## src/rtl/scmp_opfetch_pkg.sv

```systemverilog
// Shared fetch/execute definitions for the SC/MP core: fetch FSM states and
// page-wrapping address helpers used by both instruction fetch and EA computation.
package scmp_opfetch_pkg;

    typedef enum logic [1:0] {
        FS_IDLE,
        FS_OP_RD,
        FS_DISP_RD,
        FS_DONE
    } FETCH_STATE_t;

    // Opcodes with bit 7 set carry a displacement/immediate byte.
    function automatic logic is_two_byte(input logic [7:0] op);
        return op[7];
    endfunction

    // SC/MP increments only the 12-bit in-page offset; the page never changes.
    function automatic logic [15:0] pc_inc12(input logic [15:0] addr);
        logic [11:0] low;
        low = addr[11:0] + 12'd1;
        return {addr[15:12], low};
    endfunction

endpackage

```

## src/rtl/scmp_opfetch_if.sv

```systemverilog
// Fetch-side bundle: memory read bus towards the system and the op/disp
// handshake towards the microcode sequencer.
interface scmp_opfetch_if;
    logic [15:0] mem_addr;
    logic        mem_rd;
    logic        mem_ack;
    logic [7:0]  mem_rdata;
    logic [7:0]  op;
    logic [7:0]  disp;
    logic        op_valid;
    logic        op_ack;

    modport master (
        output mem_addr, mem_rd, op, disp, op_valid,
        input  mem_ack, mem_rdata, op_ack
    );

    modport slave (
        input  mem_addr, mem_rd, op, disp, op_valid,
        output mem_ack, mem_rdata, op_ack
    );
endinterface

```

## src/rtl/scmp_pc_inc12.sv

```systemverilog
// Combinational 12-bit page-wrapping address incrementer.
module scmp_pc_inc12
    import scmp_opfetch_pkg::*;
(
    input  logic [15:0] addr,
    output logic [15:0] addr_inc
);
    assign addr_inc = pc_inc12(addr);
endmodule

```

## src/rtl/scmp_opfetch.sv

```systemverilog
// SC/MP instruction fetch sequencer: pre-increments the PC within its page,
// reads opcode (and displacement for two-byte ops) and offers {op, disp}.
module scmp_opfetch
    import scmp_opfetch_pkg::*;
#(
    parameter logic [15:0] RESET_PC = 16'h0000
) (
    input  logic          clk,
    input  logic          rst,
    input  logic          fetch_go,
    input  logic          pc_ld,
    input  logic [15:0]   pc_wdata,
    output logic [15:0]   pc,
    output logic          busy,
    scmp_opfetch_if.master bus
);

    FETCH_STATE_t state_reg, state_next;
    logic [15:0]  pc_reg, pc_next;
    logic [15:0]  addr_reg, addr_next;
    logic         rd_reg, rd_next;
    logic [7:0]   op_reg, op_next;
    logic [7:0]   disp_reg, disp_next;

    logic [15:0]  inc_base;
    logic [15:0]  inc_pc;

    // One incrementer: a same-cycle pc_ld in IDLE replaces the PC as the base.
    assign inc_base = (state_reg == FS_IDLE && pc_ld) ? pc_wdata : pc_reg;

    scmp_pc_inc12 u_pc_inc12 (
        .addr     (inc_base),
        .addr_inc (inc_pc)
    );

    always_ff @(posedge clk or posedge rst) begin
        if (rst) begin
            state_reg <= FS_IDLE;
            pc_reg    <= RESET_PC;
            addr_reg  <= 16'h0000;
            rd_reg    <= 1'b0;
            op_reg    <= 8'h00;
            disp_reg  <= 8'h00;
        end else begin
            state_reg <= state_next;
            pc_reg    <= pc_next;
            addr_reg  <= addr_next;
            rd_reg    <= rd_next;
            op_reg    <= op_next;
            disp_reg  <= disp_next;
        end
    end

    always_comb begin
        state_next = state_reg;
        pc_next    = pc_reg;
        addr_next  = addr_reg;
        rd_next    = rd_reg;
        op_next    = op_reg;
        disp_next  = disp_reg;

        unique case (state_reg)
            FS_IDLE: begin
                if (fetch_go) begin
                    pc_next    = inc_pc;
                    addr_next  = inc_pc;
                    rd_next    = 1'b1;
                    state_next = FS_OP_RD;
                end else if (pc_ld) begin
                    pc_next = pc_wdata;
                end
            end
            FS_OP_RD: begin
                if (bus.mem_ack) begin
                    op_next = bus.mem_rdata;
                    if (is_two_byte(bus.mem_rdata)) begin
                        // Bus read stays asserted; only the address moves on.
                        pc_next    = inc_pc;
                        addr_next  = inc_pc;
                        state_next = FS_DISP_RD;
                    end else begin
                        disp_next  = 8'h00;
                        rd_next    = 1'b0;
                        state_next = FS_DONE;
                    end
                end
            end
            FS_DISP_RD: begin
                if (bus.mem_ack) begin
                    disp_next  = bus.mem_rdata;
                    rd_next    = 1'b0;
                    state_next = FS_DONE;
                end
            end
            FS_DONE: begin
                if (bus.op_ack) begin
                    state_next = FS_IDLE;
                end
            end
            default: state_next = FS_IDLE;
        endcase
    end

    assign pc           = pc_reg;
    assign busy         = (state_reg != FS_IDLE);
    assign bus.mem_addr = addr_reg;
    assign bus.mem_rd   = rd_reg;
    assign bus.op       = op_reg;
    assign bus.disp     = disp_reg;
    assign bus.op_valid = (state_reg == FS_DONE);

endmodule

```

## src/flat_wrapper.sv

```systemverilog
// flat-port wrapper written by rule: the top's interface ports become plain ports
module scmp_opfetch_flat import scmp_opfetch_pkg::*;
#(
    parameter logic [15:0] RESET_PC = 16'h0000
)
  (clk, rst, fetch_go, pc_ld, pc_wdata, pc, busy, bus_mem_addr, bus_mem_rd, bus_op, bus_disp, bus_op_valid, bus_mem_ack, bus_mem_rdata, bus_op_ack);
  scmp_opfetch_if bus_i ();
  input  logic clk;
  input  logic rst;
  input  logic fetch_go;
  input  logic pc_ld;
  input  logic [15:0] pc_wdata;
  output logic [15:0] pc;
  output logic busy;
  output wire logic [$bits(bus_i.mem_addr)-1:0] bus_mem_addr;
  output wire logic [$bits(bus_i.mem_rd)-1:0] bus_mem_rd;
  output wire logic [$bits(bus_i.op)-1:0] bus_op;
  output wire logic [$bits(bus_i.disp)-1:0] bus_disp;
  output wire logic [$bits(bus_i.op_valid)-1:0] bus_op_valid;
  input wire logic [$bits(bus_i.mem_ack)-1:0] bus_mem_ack;
  input wire logic [$bits(bus_i.mem_rdata)-1:0] bus_mem_rdata;
  input wire logic [$bits(bus_i.op_ack)-1:0] bus_op_ack;
  assign bus_mem_addr = bus_i.mem_addr;
  assign bus_mem_rd = bus_i.mem_rd;
  assign bus_op = bus_i.op;
  assign bus_disp = bus_i.disp;
  assign bus_op_valid = bus_i.op_valid;
  assign bus_i.mem_ack = bus_mem_ack;
  assign bus_i.mem_rdata = bus_mem_rdata;
  assign bus_i.op_ack = bus_op_ack;
  scmp_opfetch #(.RESET_PC(RESET_PC)) u_core (.clk(clk), .rst(rst), .fetch_go(fetch_go), .pc_ld(pc_ld), .pc_wdata(pc_wdata), .pc(pc), .busy(busy), .bus(bus_i));
endmodule
```

## config.mk

```make
export PLATFORM = sky130hd
export DESIGN_NAME = scmp_opfetch_flat
export DESIGN_NICKNAME = d
export VERILOG_FILES = /design/src/rtl/scmp_opfetch_pkg.sv /design/src/rtl/scmp_opfetch_if.sv /design/src/rtl/scmp_pc_inc12.sv /design/src/rtl/scmp_opfetch.sv /design/src/flat_wrapper.sv
export SDC_FILE = /design/constraint.sdc
export NUM_CORES = 1
export LEC_CHECK = 0
export CORE_UTILIZATION = 49
export CTS_BUF_LIST = sky130_fd_sc_hd__clkbuf_16
export DETAILED_ROUTE_END_ITERATION = 7
export GPL_TIMING_DRIVEN = 0
export PLACE_DENSITY = 0.91
export SYNTH_ARGS = -nofsm -noshare
export SYNTH_HDL_FRONTEND = slang
export SYNTH_SLANG_ARGS = --single-unit
```

## constraint.sdc

```tcl
create_clock -name clk -period 3.1 [get_ports clk]
set_input_delay 0.62 -clock clk [delete_from_list [all_inputs] [get_ports clk]]
set_output_delay 0.62 -clock clk [all_outputs]
set_load 0.02 [all_outputs]
```

# After elaboration in Yosys (flattened, before gate mapping)
# Cells that the tools add are included.
[op_classes]
n_addsub = 1
eq_ne = 10
mux = 23
reduce_logical = 12
[op_table]
columns = ["cell", "n"]
rows = [
  ["$mux W16", 6],
  ["$pmux W16 S2", 2],
  ["$mux W8", 3],
  ["$pmux W8 S2", 1],
  ["$reduce_and A4 Y1", 4],
  ["$add A12 B1 Y12 const B", 1],
  ["$ne A2 B2 Y1 const B", 5],
  ["$mux W2", 4],
  ["$pmux W2 S4", 1],
  ["$reduce_bool A2 Y1", 3],
  ["$mux W1", 5],
  ["$reduce_and A5 Y1", 1],
  ["$eq A2 B2 Y1 const B", 2],
  ["$ne A3 B3 Y1 const B", 1],
  ["$pmux W1 S3", 1],
  ["$reduce_bool A3 Y1", 1],
  ["$eq A2 B1 Y1 const B", 1],
  ["$logic_not A2 Y1", 1],
  ["$ne A2 B1 Y1 const B", 1],
  ["$reduce_and A2 Y1", 1],
  ["$logic_and A1 B1 Y1", 1],
]
[totals]
reg_bits = 51
input_bits = 30
output_inout_bits = 51
wordCells = 52

# Longest topological paths before layout
# Gate-level depths: netlist of the first run.
[logic_depth]
word_depth = 7
depth_mapped = 14
mapped_depth_nobuf = 11

# By module
# Synthesis of the first run repeated with hierarchy kept, for this count alone.
[unflattened]
cells_unflattened = 205
hier_area_um2 = 2731.4
[modules_own_cells]
columns = ["module", "instances", "cells_per_inst", "area_per_inst_um2", "seq_area_each_um2"]
rows = [
  ["scmp_opfetch", 1, 172, 2502.4, 1276.2],
  ["scmp_pc_inc12", 1, 33, 229.0, 0.0],
]

# Worst setup path after synthesis of the first run
# No wires, ideal clock.
[synth_timing]
path_type = "input to register"
from = "input pc_ld"
to = "register u_core.pc_reg[8] (netlist: u_core.pc[8])"
setup_time_ns = 0.148
arrival_time_ns = 2.770
t_required_ns = 2.952
path_slack_ns = 0.182
path_stages = 13
path_buffers = 4
cell_sequence = "buf_2 -> nand2_2 -> buf_2 -> buf_2 -> nand2_1 -> nand2_1 -> ha_1 -> clkbuf_1 -> and4_1 -> a31o_2 -> nand3_1 -> o311ai_0 -> o221ai_1"
[synth_via]
elab_chain_cells = 6
word_cells_on_any_way = 9
cone_classes = "1 x add/sub; 1 x eq/ne; 5 x mux; 2 x reduce/logical"
[synth_rtl]
columns = ["item", "line_no", "source"]
rows = [
  ["from (decl)", "flat_wrapper.sv:11", "input logic pc_ld;"],
  ["$logic_and A1 B1 Y1", "scmp_opfetch.sv:29", "assign inc_base = (state_reg == FS_IDLE && pc_ld) ? pc_wdata : pc_reg;"],
  ["$mux W16", "scmp_opfetch.sv:29", ""],
  ["$add A12 B1 Y12", "scmp_opfetch_pkg.sv:20", "low = addr[11:0] + 12'd1;"],
  ["$mux W16", "scmp_opfetch.sv:76", "if (is_two_byte(bus.mem_rdata)) begin"],
  ["$mux W16", "scmp_opfetch.sv:74", "if (bus.mem_ack) begin"],
  ["$pmux W16 S2", "scmp_opfetch.sv:62", "unique case (state_reg)"],
  ["to (signal assigned)", "scmp_opfetch.sv:46", "pc_reg <= pc_next;"],
  ["to (decl)", "scmp_opfetch.sv:19", "logic [15:0] pc_reg, pc_next;"],
]
# Several ways; a longest one is shown, not always the timed one. The select of a mux whose other input is x is not followed.
# A chain may end at the register's enable or synchronous reset.

# Worst setup path in the final report of the first run
[layout_timing]
from = "register u_core.state_reg[0]"
to = "register u_core.pc_reg[8] (netlist: u_core.pc[8])"
[layout_via]
elab_chain_cells = 7
word_cells_on_any_way = 14
cone_classes = "1 x add/sub; 4 x eq/ne; 5 x mux; 4 x reduce/logical"
[layout_rtl]
columns = ["item", "line_no", "source"]
rows = [
  ["from (decl)", "scmp_opfetch.sv:18", "FETCH_STATE_t state_reg, state_next;"],
  ["from (signal assigned)", "scmp_opfetch.sv:45", "state_reg <= state_next;"],
  ["$logic_not A2 Y1", "scmp_opfetch.sv:29, scmp_opfetch.sv:62", ""],
  ["$logic_and A1 B1 Y1", "scmp_opfetch.sv:29", ""],
  ["$mux W16", "scmp_opfetch.sv:29", ""],
  ["$add A12 B1 Y12", "scmp_opfetch_pkg.sv:20", ""],
  ["$mux W16", "scmp_opfetch.sv:76", ""],
  ["$mux W16", "scmp_opfetch.sv:74", ""],
  ["$pmux W16 S2", "scmp_opfetch.sv:62", ""],
]
# Several ways; a longest one is shown, not always the timed one. The select of a mux whose other input is x is not followed.

==> results of run 1 <==
==> power by group <==
| part | switching (mW) | internal (mW) |
|---|---|---|
| Clock | 0.256 | 0.302 |
| Sequential | 0.245 | 0.994 |
| Combinational | 1.63 | 1.26 |
==> cell type report <==
type,count,area (um2)
multi-input combinational,238,1600
clock inverter,3,23.8
fill,423,1590
buffer,16,95.1
sequential,51,1280
clock buffer,5,125
tap,72,90.1
inverter,8,30.0
timing repair buffer,84,846
==> repair_timing <==
item,4_1_cts,5_1_grt
gates cloned,0,0
pin swaps,1,0
gates resized for setup,7,6
endpoints found under the hold margin,0,0
setup buffers,1,2
setup endpoints to repair,8,5
==> layer usage <==
layer | track usage | up-vias
li1 | - | 1322
met4 | 0.100 | 0
met3 | 0.0651 | 23
met1 | 0.347 | 1422
met5 | 0 | -
met2 | 0.463 | 153
==> per-stage QoR <==
step           area [um2]  TNS, ps
6_report             4080        0
5_1_grt              4080        0
4_1_cts              4040        0
3_5_place_dp         3870    -4970
3_3_place_gp         3850    -4330
2_1_floorplan        2960        0
==> worst max-delay path, delay by kind of cell (launching register included) <==
family | cells | cell delay [ps]
AOI/OAI and AO/OA | 3 | 650
adders and majority gates | 2 | 460
and+or+nand+nor | 5 | 750
DFF | 1 | 440
buffers and inverters | 3 | 520
==> layout by cell type (no fill, tap or decap), types with 6 or more instances in the layout <==
cell type and instances:
sky130_fd_sc_hd__clkdlybuf4s50_1 79, sky130_fd_sc_hd__nand2_1 53, sky130_fd_sc_hd__dfrtp_1 51, sky130_fd_sc_hd__o21ai_0 32
sky130_fd_sc_hd__mux2_2 16, sky130_fd_sc_hd__mux2i_1 13, sky130_fd_sc_hd__nor2_1 13, sky130_fd_sc_hd__nand3_1 11
sky130_fd_sc_hd__clkbuf_1 10, sky130_fd_sc_hd__and3_1 9, sky130_fd_sc_hd__a21oi_1 7, sky130_fd_sc_hd__inv_1 7
sky130_fd_sc_hd__o31ai_1 6
==> path summary, 6_finish.rpt <==
path	to	depth (start not counted)	slack, ps	start
setup / recovery	u_core.pc[8]$_DFFE_PP0P_	13	140	u_core.state_reg[0]$_DFFE_PP0P_
hold / removal	u_core.bus.disp[6]$_DFFE_PP0P_	2	480	u_core.bus.disp[6]$_DFFE_PP0P_
setup reg to reg	u_core.pc[8]$_DFFE_PP0P_	13	140	u_core.state_reg[0]$_DFFE_PP0P_
hold reg to reg	u_core.bus.disp[6]$_DFFE_PP0P_	2	480	u_core.bus.disp[6]$_DFFE_PP0P_
max in group asynchronous	u_core.bus.mem_addr[10]$_DFFE_PP0P_	3	1960	rst
min in group asynchronous	u_core.bus.mem_addr[8]$_DFFE_PP0P_	2	630	rst
==> kinds of logic (layout without fill, tap and decap cells) <==
logic type / Yosys count / count (layout)
flip-flops: 51 / 51
adder cells (fa/ha/maj): 6 / 6
AND/OR/NAND/NOR: 115 / 115
multiplexers: 29 / 29
AO/OA/AOI/OAI: 80 / 80
XOR/XNOR: 8 / 8
buffers and inverters: 25 / 116
==> impl_summary.log, run 1 <==
[metrics] result of the run: completed
[metrics] fraction of synthesized area in multiplexers: 0.105
[metrics] top cell type's share of synthesized area: 0.432
[metrics] Vias per Instance: 6.12
[metrics] share of post-route cells with drive strength above 1: 0.119
[metrics] total power: ~4.7 mW
[metrics] worst rel slew slack: 0.540
[metrics] TritonCTS clock tree: yes
[metrics] pin slew with the least headroom to its limit: 690 ps
[metrics] number of endpoints with negative hold slack in the final report: 0
[metrics] RePlAce Congestion: 0.894
[metrics] dpl cells: between 400 and 500
[metrics] Die Span Y: 79.7 um
[metrics] buffer levels on the longest clock path: 2
[metrics] most repeated library cell on the critical path: sky130_fd_sc_hd__nand2_1
[metrics] chip width: between 70 and 80 um
[metrics] worst hold slack after final layout: just under 500 ps
[metrics] crit end category: register
[metrics] biggest cell delay along the critical path: about 440 ps
[metrics] number of nets still failing antenna checks after routing: 0
[metrics] area growth from synthesis to final layout: 38.2%
[metrics] setup slack after layout: around 140 ps
[metrics] share of the synthesized netlist area taken by xor and xnor gates: 0.0237
[metrics] area share of fa/ha/maj cells after synthesis: 0.0254
[metrics] share of the cycle needed by the critical path after routing: 0.954
[metrics] area leader, netlist: sky130_fd_sc_hd__dfrtp_1
[metrics] sum of net half-perimeters after detailed placement: 6100 um
[metrics] Worst path slowest cell: sky130_fd_sc_hd__dfrtp_1
[metrics] count of boundary I/O pins: between 80 and 90
[metrics] Syn Nets: 350
[metrics] Max Fclk: about 340 MHz
[metrics] initial core utilization: 0.521
[metrics] Root Buffer Master: sky130_fd_sc_hd__clkbuf_16
[metrics] number of iterations in the first detailed-routing pass: 6
[metrics] number of enable flip-flop cells after synthesis: 0
[metrics] share of synthesized registers carrying an async set or reset: 1.00
[metrics] GRT overflow: 0
[metrics] placeable core region: about 5700 um2
[metrics] minimum clock period: around 3000 ps
[metrics] Setup Slack @ Placement: -785 ps
[metrics] endpoint arrival time on the critical path: between 3000 and 4000 ps
[metrics] power density cells: about 1100 nW/um2
[metrics] simple-gate area share of the yosys netlist: 0.192
[metrics] number of global-route vias before repair: 2859
[metrics] critical path cell sequence: inv_1, ha_2, and2_4, buf_6, buf_2, nand2_1, nand2_1, ha_4, and4_1, a31o_4, nand4_1, a221oi_1, o221ai_1
[metrics] most used standard cells in the synthesized netlist: 53 x sky130_fd_sc_hd__nand2_1, 51 x sky130_fd_sc_hd__dfrtp_1, 32 x sky130_fd_sc_hd__o21ai_0
[metrics] detailed-routed wire length on met2: around 4300 um
[metrics] register area share after synthesis: 0.432
[metrics] initial antenna violation count: 0
[metrics] top routing layer in use: met4
[metrics] count of different cell masters after synthesis: 51
[metrics] I/O Buffers: 80
[metrics] met3 wire length: between 800 and 900 um
[metrics] FP Rows: 27
[metrics] dominant register cell in the synthesized netlist: sky130_fd_sc_hd__dfrtp_1
[metrics] Synth Area per Inst: between 9 and 10 um2
[metrics] min-delay worst type: reg -> reg
[metrics] routed length per instance: 17.9 um
[metrics] Starting DRT DRC Count: between 300 and 400
[metrics] CP required: 3250 ps
[metrics] Gate Count Post-Synth: about 310
[metrics] Max Slew Vio Count: 0
[metrics] Post-Layout Cell Count: between 400 and 500
[metrics] post-synthesis sequential element count: 51
[metrics] leakage component of the power: about 1.8 nW
[metrics] worst-case vdd ir drop: 0.000732 V
[metrics] global-route wire length before repair: about 14000 um
[metrics] dominant combinational cell family by area after synthesis: simple AND/OR/NAND/NOR gates
[metrics] Remaining DRCs: 0
[metrics] nets: 440
[metrics] count of H-tree levels built during CTS: 2
[metrics] setup repair after global routing missed its margin: no
[metrics] Vias: ~2900
[metrics] max_cap viols: 0
[metrics] GRT Resource Usage Total: 0.277
[metrics] total standard cell area after synthesis: roughly 3000 um2
[metrics] Met1 Routed Length: 3240 um
[metrics] CTS Hold Buffers Added: 0
[metrics] Setup-failing EPs final: 0
[metrics] Finished Core Util: 0.720
[metrics] class of the most critical setup path: reg -> reg
[metrics] most area-consuming cells after synthesis: sky130_fd_sc_hd__dfrtp_1 43%, sky130_fd_sc_hd__nand2_1 6.7%, sky130_fd_sc_hd__mux2_2 6.1%
[metrics] CP Launch Type: register
[metrics] number of clock buffers inserted by TritonCTS: 5
[metrics] Yosys warning total: 0
[metrics] DIE AREA: around 6300 um2
[metrics] source-to-sink clock delay at the later pin of the worst-skew pair: slightly below 300 ps
[metrics] setup clock skew after layout: around 6.5 ps
[metrics] pin count of the biggest net entering global routing: 38
[metrics] final wirelength: about 8500 um
[metrics] leading cell type by number of instances after synthesis: sky130_fd_sc_hd__nand2_1
[metrics] diodes inserted: 0
[metrics] Worst-path clk slew: roughly 70 ps
[metrics] Num Clock Sinks: 51
[metrics] Compound-Gate Fraction of Synth Area: 0.185
[metrics] Worst Path Max Fanout: 10
Power figures use the tool's default switching activity.
==> run 2: changes to the inputs <==
--- a/config.mk
+++ b/config.mk
@@ -5,6 +5,7 @@
 export SDC_FILE = /design/constraint.sdc
 export NUM_CORES = 1
 export LEC_CHECK = 0
+export ABC_CLOCK_PERIOD_IN_PS = 3100
 export CORE_UTILIZATION = 49
 export CTS_BUF_LIST = sky130_fd_sc_hd__clkbuf_16
 export DETAILED_ROUTE_END_ITERATION = 7
==> results of run 2 <==
Final layout, timing and power as in run 1 (identical DEF).
==> run 3: changes to the inputs <==
--- a/config.mk
+++ b/config.mk
@@ -6,11 +6,12 @@
 export NUM_CORES = 1
 export LEC_CHECK = 0
 export ABC_CLOCK_PERIOD_IN_PS = 3100
+export CORE_MARGIN = 1.5
 export CORE_UTILIZATION = 49
 export CTS_BUF_LIST = sky130_fd_sc_hd__clkbuf_16
 export DETAILED_ROUTE_END_ITERATION = 7
-export GPL_TIMING_DRIVEN = 0
 export PLACE_DENSITY = 0.91
+export SKIP_CTS_REPAIR_TIMING = 1
 export SYNTH_ARGS = -nofsm -noshare
 export SYNTH_HDL_FRONTEND = slang
 export SYNTH_SLANG_ARGS = --single-unit
==> run 3 against run 2 <==
  * Count of clock-buffer cells in the layout stayed put
  * Register-to-register slack better by 260 ps
  * Combinational power is 4% lower
  * Maximum frequency is 8.0% higher
  * Final cell count is 0.63% lower
  * Highest routed layer unchanged
  * Power is 1.8% lower
  * Clock skew hardly changed
  * Sequential share of layout area is 0.45 points higher
  * Via count is 4.9% lower
  * Flip-flop and latch count stayed put
  * First-iteration DRC count is 22% lower
  * Final area is 1.4% lower
==> impl_summary.log, run 3 (synthesis results as in run 1) <==
[metrics] pin count of the biggest net entering global routing: 52 (+37%)
[metrics] pin slew with the least headroom to its limit: 651 ps (-38.3 ps)
[metrics] initial core utilization: 0.502 (-0.0186)
[metrics] CP Launch Type: input pin
[metrics] WHS Endpoint: u_core.bus.mem_addr[0]$_DFFE_PP0P_
[metrics] total power: 4.60 mW (-1.8%)
[metrics] min-delay worst type: reg -> reg
[metrics] power density cells: 1140 nW/um2 (-0.40%)
[metrics] area growth from synthesis to final layout: 36.2%
[metrics] setup slack of the most critical reg-to-reg path: 400 ps (+260 ps)
[metrics] final wirelength: 7720 um (-9.7%)
[metrics] FP Rows: 28 (+3.7%)
[metrics] number of iterations in the first detailed-routing pass: 5 (-1)
[metrics] GRT overflow: 0 (unchanged)
[metrics] Remaining DRCs: 0 (unchanged)
[metrics] Num Clock Sinks: 51 (unchanged)
[metrics] worst-case reg-to-reg path depth: 10 (-3)
[metrics] critical hold path startpoint: u_core.bus.mem_addr[0]$_DFFE_PP0P_
[metrics] Die Span Y: 80.7 um (+1.3%)
[metrics] share of post-route cells with drive strength above 1: 0.125 (+0.00679)
[metrics] worst-case vdd ir drop: 0.000582 V (-20%)
[metrics] leakage component of the power: 1.74 nW (-0.64%)
[metrics] destination of the worst register-to-register timing path: u_core.pc[8]$_DFFE_PP0P_
[metrics] RePlAce Congestion: 0.977 (+9.3%)
[metrics] setup clock skew after layout: 6.70 ps (+0.244 ps)
[metrics] chip width: 80.7 um (+1.3%)
[metrics] commonest non-fill, non-tap cell in the layout: sky130_fd_sc_hd__clkdlybuf4s50_1
[metrics] crit end category: register
[metrics] r2r startpoint: u_core.state_reg[0]$_DFFE_PP0P_
[metrics] diodes inserted: 0 (unchanged)
[metrics] minimum clock period: 2740 ps (-220 ps)
[metrics] nets: 434 (-1.4%)
[metrics] Root Buffer Master: sky130_fd_sc_hd__clkbuf_16
[metrics] Max Slew Vio Count: 0 (unchanged)
[metrics] GRT Resource Usage Total: 0.247 (-0.0297)
[metrics] I/O Buffers: 80 (unchanged)
[metrics] Vias: 2778 (-4.9%)
[metrics] count of H-tree levels built during CTS: 2 (unchanged)
[metrics] number of clock buffers inserted by TritonCTS: 5 (unchanged)
[metrics] initial antenna violation count: 0 (unchanged)
[metrics] source-to-sink clock delay at the later pin of the worst-skew pair: 300 ps (about the same)
[metrics] worst rel slew slack: 0.566 (+0.0255)
[metrics] Max Fclk: 365 MHz (+8.0%)
[metrics] class of the most critical setup path: in -> reg
[metrics] routed length per instance: 16.3 um (-9.1%)
[metrics] post-route cell area: 4030 um2 (-1.4%)
[metrics] sum of net half-perimeters after detailed placement: 5600 um (-8.3%)
[metrics] Worst-path clk slew: 70 ps (about the same)
[metrics] buffer levels on the longest clock path: 2 (unchanged)
[metrics] Setup-failing EPs final: 0 (unchanged)
[metrics] Finished Core Util: 0.684 (-0.0355)
[metrics] instance area at placement: 3870 um2 (+0.23%)
[metrics] number of endpoints with negative hold slack in the final report: 0 (unchanged)
[metrics] endpoint arrival time on the critical path: 2890 ps (-220 ps)
[metrics] count of boundary I/O pins: 81 (unchanged)
[metrics] global-route wire length before repair: 12400 um (-8.5%)
[metrics] number of global-route vias before repair: 2612 (-8.6%)
[metrics] Vias per Instance: 5.86 (-4.3%)
[metrics] result of the run: completed
[metrics] Worst Path Max Fanout: 6 (-4)
[metrics] dpl cells: 466 (-0.21%)
[metrics] max_cap viols: 0 (unchanged)
[metrics] TritonCTS clock tree: yes
[metrics] Starting DRT DRC Count: 296 (-22%)
[metrics] Post-Layout Cell Count: 474 (-0.63%)
[metrics] CP required: 3260 ps (about the same)
[metrics] setup repair after global routing missed its margin: no
[metrics] share of the cycle needed by the critical path after routing: 0.883 (-0.0710)
[metrics] hold depth: 2 (unchanged)
[metrics] number of nets still failing antenna checks after routing: 0 (unchanged)
[metrics] summed negative setup slack over all endpoints: 0 ps (unchanged)
[metrics] placeable core region: 5890 um2 (+3.7%)
[metrics] DIE AREA: 6510 um2 (+2.5%)
[metrics] highest-count cells in the layout ignoring fill and taps: 80 x sky130_fd_sc_hd__clkdlybuf4s50_1, 53 x sky130_fd_sc_hd__nand2_1, 51 x sky130_fd_sc_hd__dfrtp_1
## run 3: report_power, final
part           internal, mW  switching (mW)
clock network         0.307           0.263
logic                  1.26            1.52
registers             0.994           0.252
total                  2.56            2.04
## run 3: how the worst max path moves through the flow
stage / startpoint / end / slack (ps) / depth (start not counted)
after floorplan: pc_ld / u_core.pc[8]$_DFFE_PP0P_ / 180 / 13
after global placement: pc_ld / u_core.pc[8]$_DFFE_PP0P_ / 230 / 9
after detailed placement: pc_ld / u_core.pc[8]$_DFFE_PP0P_ / 120 / 9
after CTS: pc_ld / u_core.pc[8]$_DFFE_PP0P_ / 420 / 9
after global routing: pc_ld / u_core.pc[8]$_DFFE_PP0P_ / 310 / 9
final: pc_ld / u_core.pc[8]$_DFFE_PP0P_ / 360 / 9
## run 3: cell type report
type	count	area, um2
tap	75	93.8
clock buffer	5	125
fill	469	1860
timing repair buffer	94	906
sequential	51	1280
clock inverter	3	26.3
multi-input combinational	238	1570
inverter	8	30.0
## run 3: worst max-delay path, stage by stage
cell and delay (ps):
sky130_fd_sc_hd__clkdlybuf4s50_1 580, sky130_fd_sc_hd__nand2_2 130, sky130_fd_sc_hd__a21o_2 240, sky130_fd_sc_hd__ha_1 210, sky130_fd_sc_hd__and4_1 210, sky130_fd_sc_hd__a31o_2 260, sky130_fd_sc_hd__and3_1 170, sky130_fd_sc_hd__a221oi_1 310
sky130_fd_sc_hd__o221ai_1 170
## run 3: metrics by stage
stage | hold WS (ps) | worst slack (ps)
floorplan | 505 | 182
global placement | 464 | 233
detailed placement | 473 | 123
CTS | 488 | 424
global route | 505 | 313
finish | 476 | 363
## run 3: metal layers
layer | part of all wire | vias up | global-route usage
met3 | 0.077 | 28 | 0.0466
met1 | 0.41 | 1326 | 0.315
met4 | 0.031 | 0 | 0.112
met5 | 0 | - | 0
li1 | - | 1298 | -
met2 | 0.48 | 126 | 0.405
